### config.mk
export PLATFORM = sky130hd
export DESIGN_NAME = mult_div_unit
export DESIGN_NICKNAME = d
export VERILOG_FILES = /design/src/rtl/mult_div_unit.sv
export SDC_FILE = /design/constraint.sdc
export NUM_CORES = 1
export LEC_CHECK = 0
export ABC_AREA = 1
export CAP_MARGIN = 5
export CORE_ASPECT_RATIO = 0.9
export CORE_MARGIN = 2
export CORE_UTILIZATION = 53
export CTS_BUF_LIST = sky130_fd_sc_hd__clkbuf_8
export DETAILED_ROUTE_END_ITERATION = 16
export PLACE_DENSITY = 0.8
export REMOVE_ABC_BUFFERS = 1
export SLEW_MARGIN = 20
export SYNTH_ARGS = -nofsm -noshare
export SYNTH_HDL_FRONTEND = slang
export SYNTH_SLANG_ARGS = --single-unit
export TNS_END_PERCENT = 30
### constraint.sdc
create_clock -name clk -period 2.45 [get_ports clk]
set_input_delay 0.3675 -clock clk [delete_from_list [all_inputs] [get_ports clk]]
set_output_delay 0.3675 -clock clk [all_outputs]
set_load 0.02 [all_outputs]
### src/rtl/mult_div_unit.sv
// mult_div_unit: 32-bit iterative multiply/divide unit with HI/LO result registers.
//
// Multiply uses one radix-2 shift-add step per cycle. Divide uses one restoring
// shift-subtract step per cycle. Both work on operand magnitudes, and a final
// cycle applies the result signs. Every operation takes the same time: Start is
// sampled at edge N, and Done is high in the cycle after edge N+33.
//
// Optional feature: define MDU_DIV_EN to build the divide datapath. When it is
// undefined, DIV/DIVU are accepted as one-cycle no-ops that leave HI/LO unchanged.
//
// Ports:
//   clk         clock; all state changes on its rising edge
//   Reset       synchronous active-high reset
//   Start       request an operation; sampled only when Busy=0
//   Op          00 MULT, 01 MULTU, 10 DIV, 11 DIVU
//   Operand_A   multiplicand / dividend
//   Operand_B   multiplier / divisor
//   Write_data  value written by Mthi/Mtlo
//   Mthi, Mtlo  write Write_data into HI / LO while idle
//   HI_out      HI register (product high word / remainder)
//   LO_out      LO register (product low word / quotient)
//   Busy        operation in progress
//   Done        one-cycle pulse when HI/LO take a finished result
module mult_div_unit (
   input  logic        clk,
   input  logic        Reset,
   input  logic        Start,
   input  logic [1:0]  Op,
   input  logic [31:0] Operand_A,
   input  logic [31:0] Operand_B,
   input  logic [31:0] Write_data,
   input  logic        Mthi,
   input  logic        Mtlo,
   output logic [31:0] HI_out,
   output logic [31:0] LO_out,
   output logic        Busy,
   output logic        Done
);

   typedef enum logic [1:0] {StIdle, StRun, StFix} state_e;

   state_e      state_q, state_d;
   logic [4:0]  cnt_q;
   logic        is_div_q;
   logic        neg_lo_q;        // negate the product, or the quotient for a divide
   logic [31:0] acc_hi_q, acc_lo_q, opnd_q;
   logic [31:0] hi_q, lo_q;
   logic        done_q;

   // Operand magnitudes. Unsigned ops pass the raw values through.
   logic        a_neg, b_neg;
   logic [31:0] a_abs, b_abs;
   assign a_neg = ~Op[0] & Operand_A[31];
   assign b_neg = ~Op[0] & Operand_B[31];
   assign a_abs = a_neg ? (32'd0 - Operand_A) : Operand_A;
   assign b_abs = b_neg ? (32'd0 - Operand_B) : Operand_B;

   // Multiply step: {acc_hi, acc_lo} holds the partial product and the remaining
   // multiplier bits. Add the multiplicand when the multiplier LSB is set, then shift right.
   logic [32:0] mul_sum;
   logic [63:0] prod_abs, prod_fix;
   assign mul_sum  = {1'b0, acc_hi_q} + (acc_lo_q[0] ? {1'b0, opnd_q} : 33'd0);
   assign prod_abs = {acc_hi_q, acc_lo_q};
   assign prod_fix = neg_lo_q ? (64'd0 - prod_abs) : prod_abs;

`ifdef MDU_DIV_EN
   // Restoring divide: acc_hi is the partial remainder. acc_lo shifts dividend bits
   // out and quotient bits in. A zero divisor always "fits", which yields an
   // all-ones quotient and leaves the dividend as the remainder.
   logic        neg_hi_q;
   logic [32:0] div_shift, div_diff;
   logic        div_fits;
   logic [31:0] quo_fix, rem_fix;
   assign div_shift = {acc_hi_q, acc_lo_q[31]};
   assign div_diff  = div_shift - {1'b0, opnd_q};
   assign div_fits  = ~div_diff[32];
   assign quo_fix   = neg_lo_q ? (32'd0 - acc_lo_q) : acc_lo_q;
   assign rem_fix   = neg_hi_q ? (32'd0 - acc_hi_q) : acc_hi_q;
`endif

   always_comb begin
      state_d = state_q;
      unique case (state_q)
         StIdle: begin
            if (Start) begin
`ifdef MDU_DIV_EN
               state_d = StRun;
`else
               state_d = Op[1] ? StFix : StRun;
`endif
            end
         end
         StRun:   if (cnt_q == 5'd31) state_d = StFix;
         StFix:   state_d = StIdle;
         default: state_d = StIdle;
      endcase
   end

   always_ff @(posedge clk) begin
      if (Reset) state_q <= StIdle;
      else       state_q <= state_d;
   end

   always_ff @(posedge clk) begin
      if (Reset) begin
         cnt_q    <= 5'd0;
         is_div_q <= 1'b0;
         neg_lo_q <= 1'b0;
         acc_hi_q <= 32'd0;
         acc_lo_q <= 32'd0;
         opnd_q   <= 32'd0;
         hi_q     <= 32'd0;
         lo_q     <= 32'd0;
         done_q   <= 1'b0;
`ifdef MDU_DIV_EN
         neg_hi_q <= 1'b0;
`endif
      end else begin
         done_q <= 1'b0;
         unique case (state_q)
            StIdle: begin
               if (Start) begin
                  is_div_q <= Op[1];
                  cnt_q    <= 5'd0;
                  acc_hi_q <= 32'd0;
`ifdef MDU_DIV_EN
                  if (Op[1]) begin
                     acc_lo_q <= a_abs;
                     opnd_q   <= b_abs;
                     // A zero divisor keeps the all-ones quotient unsigned.
                     neg_lo_q <= (a_neg ^ b_neg) && (Operand_B != 32'd0);
                     neg_hi_q <= a_neg;
                  end else
`endif
                  begin
                     acc_lo_q <= b_abs;
                     opnd_q   <= a_abs;
                     neg_lo_q <= a_neg ^ b_neg;
                  end
               end else begin
                  if (Mthi) hi_q <= Write_data;
                  if (Mtlo) lo_q <= Write_data;
               end
            end
            StRun: begin
               cnt_q <= cnt_q + 5'd1;
`ifdef MDU_DIV_EN
               if (is_div_q) begin
                  acc_hi_q <= div_fits ? div_diff[31:0] : div_shift[31:0];
                  acc_lo_q <= {acc_lo_q[30:0], div_fits};
               end else
`endif
               begin
                  acc_hi_q <= mul_sum[32:1];
                  acc_lo_q <= {mul_sum[0], acc_lo_q[31:1]};
               end
            end
            StFix: begin
               done_q <= 1'b1;
`ifdef MDU_DIV_EN
               if (is_div_q) begin
                  hi_q <= rem_fix;
                  lo_q <= quo_fix;
               end else
`else
               if (!is_div_q)
`endif
               begin
                  hi_q <= prod_fix[63:32];
                  lo_q <= prod_fix[31:0];
               end
            end
            default: ;
         endcase
      end
   end

   assign HI_out = hi_q;
   assign LO_out = lo_q;
   assign Busy   = (state_q != StIdle);
   assign Done   = done_q;

endmodule
==> flow_summary.toml <==
[critical_path]
crit_family = "simple AND/OR/NAND/NOR gates"
worstPathMaxFanout = 16
path_cells = "buf_12 -> nand2_1 -> inv_1 -> ha_4 -> nand2_1 -> nand2_1 -> inv_1 -> nand2_1 -> nand3b_1 -> buf_4 -> a21oi_1 -> o21ai_0 -> a21oi_1"
slowest_delay_ns = 0.41
worst_ep_required_time_ns = 2.86
critPathMostFrequentCell = "nand2_1"
arrival_ns = 2.84
cpMaxStageDelayCell = "dfxtp_4"
critPathBufInv = 4
reg2reg_depth = 13
startpoint_type = "flop"
crit_type = "flop to flop"
cp-end-kind = "flop"
crit_cells = 13

[logic_synthesis]
synth_top_family_by_area = "simple AND/OR/NAND/NOR gates"
ys_ff_latch = 170
synth-compound-area-share_pct = 17.63
seq_area_frac_synth_pct = 25.33
ys.flop_type = "dfxtp_1"
synth_top_cell_by_area = "dfxtp_1"
yosysMostFrequentCell = "nand2_1"
netlist.area_leader.share_pct = 25.33
synth_fa_ha_area_share_pct = 3.594
async_reset_ff_share_pct = 0
ys_warn_count = 0
synthMuxAreaShare_pct = 0
synthTopCellsByArea = "dfxtp_1 25%, nand2_1 17%, nand3_1 8.6%"
avgSynthCellArea_um2 = 5.860
syn_inst = 2293
synth_common_cells = "614 x nand2_1, 294 x inv_1, 263 x nor2_1, 230 x nand3_1, 204 x a21oi_1"
netlist_area_um2 = 13440
synth-edff-count = 0
synth_xor_area_share_pct = 1.108
synth_cell_types = 54
synth-simple-area-share_pct = 40.80

[clock_tree]
cts-hold-fix-buffers = 0
cts_tree = "done"
root_buffer = "clkbuf_8"
clock_latency_ns = 0.49
h-tree-depth = 4
clk_path_buf_depth = 2
clkSinkCount = 170
clk_pin_slew_ns = 0.10
numCtsBuffers = 17

[min_path]
hold_class = "primary input to flop"
min_path_cells = 4

[layout]
nets = 2576
synthToLayoutAreaGrowth_pct = 19.08
fin_util_pct = 63.88
drive_above_1_share_pct = 7.067
finalNonFillerCells = 2790
n_antenna_cell = 0
postLayoutCellArea_um2 = 16000

[placed_design]
dp_hpwl_um = 36310
placed_cell_area_um2 = 15510
globalplace.congestion = 1.029
place_ws_ns = 0.1418
io_buffer_count = 168
placed_cells = 2756

[die]
fp.coreArea_um2 = 25050
io_pins = 169
die_x_um = 171.8
num_rows = 55
fp.dieH_um = 155.1
initial_core_util_pct = 53.64
dieArea_um2 = 26640

[timing]
worst_slew_pin_slew_ns = 0.7991
period_needed_ns = 2.430
setup_viol = 0
fmax_ghz = 0.4115
finalCritPeriodShare_pct = 99.18
maxSlewHeadroom_pct = 46.67
drv_slew = 0
finalHoldViolCount = 0
clock_skew_ns = 0.02263
final.setup.tns_ns = 0
fin_hold_ws_ns = 0.4007
rsz0062_at_grt = "true"
layout_setup_ws_ns = 0.02005

[detailed_routing]
drc = 0
vias = 16010
drt_pass1_iterations = 7
drt_iter0_markers = 1905
wire_per_inst_um = 17.11
ant_nets = 0
viasPerCell = 5.739
routed_wl_um = 47740

[power]
power_mw = 8.044
ir_drop_v = 0.0003875
leakagePower_nw = 7.584
power.density_nw_per_um2 = 502.7

[global_route]
track_usage_pct = 35.26
grt-ovfl-total = 0
grt_pass1_wl_um = 74270
grt_pass1_vias = 14050
grt_max_degree = 84
antenna_found_initial = 1

[outcome]
status = "complete, no violations"

[job]
cap_violations = 0
==> placed cells by master, fill, tap and decap left out, types with 13 or more instances in the layout <==
cell type and n:
nand3b_1 23, nand2_1 609, a31oi_1 29, ha_1 33, a22oi_1 17, buf_4 36
dfxtp_1 168, nor2_4 14, nand2_2 17, nand3_1 229, xor2_1 13, nor2_1 261
o21ai_0 129, nor3_1 16, clkbuf_8 18, nand4_1 34, a21oi_1 203, inv_1 294
clkdlybuf4s50_1 167
==> flip-flops by register name (all words and copies together), names as in the netlist <==
register  flops
Done          1
HI_out       32
LO_out       32
acc_hi_q     32
acc_lo_q     32
cnt_q         5
is_div_q      1
neg_lo_q      1
opnd_q       32
state_q       2
==> what timing repair did <==
item | in CTS | in global routing
endpoints found under the setup margin | 0 | 14
endpoints found under the hold margin | 0 | 0
resized for setup | 0 | 16
setup buffers | 0 | 1
==> where the power goes <==
| part | switching [mW] | internal (mW) | total [mW] | leakage [nW] |
|---|---|---|---|---|
| combinational | 1.72 | 1.02 | 2.74 | 5.99 |
| clock | 1.17 | 0.854 | 2.03 | 0.200 |
| sequential | 0.257 | 3.02 | 3.28 | 1.40 |
| total | 3.15 | 4.89 | 8.04 | 7.58 |
==> cell type report <==
cell class / count / area, um^2
fill: 2450 / 9049
clock inverter: 14 / 140.1
clock buffer: 18 / 247.7
timing repair buffer: 210 / 2072
tap: 342 / 427.9
sequential: 170 / 3408
inverter: 305 / 1149
multi-input combinational: 1731 / 8556
==> worst register-to-register path, cell delays in order, from the launching register on <==
cell	delay (ns)
dfxtp_4	0.41
buf_12	0.15
nand2_1	0.07
inv_1	0.16
ha_4	0.25
nand2_1	0.09
nand2_1	0.10
inv_1	0.08
nand2_1	0.08
nand3b_1	0.30
buf_4	0.22
a21oi_1	0.15
o21ai_0	0.16
a21oi_1	0.15
==> logic make-up after synthesis <==
logic type               after synthesis
AO/OA/AOI/OAI                        427
XOR/XNOR                              17
adder cells (fa/ha/maj)               38
buffers and inverters                392
flip-flops                           170
AND/OR/NAND/NOR                     1249
==> metal layers <==
metal | vias to the layer above | part of all wire, % | global-route usage [%]
met3 | 75 | 11 | 6.538
met5 | - | 0 | 0
met4 | 0 | 2.3 | 8.804
met2 | 913 | 42 | 51.81
li1 | 7734 | - | -
met1 | 7291 | 45 | 52.82
==> worst paths after layout <==
path | start | endpoint | slack [ns]
min reg2reg | cnt_q[3]$_SDFFE_PP0P_ | cnt_q[3]$_SDFFE_PP0P_ | 0.47
min | Reset | opnd_q[2]$_SDFFE_PP0P_ | 0.40
max reg2reg | acc_lo_q[0]$_SDFFE_PP0P_ | acc_hi_q[9]$_SDFFE_PP0P_ | 0.02
max | acc_lo_q[0]$_SDFFE_PP0P_ | acc_hi_q[9]$_SDFFE_PP0P_ | 0.02
Note: power is estimated with default switching activity, not from simulation.
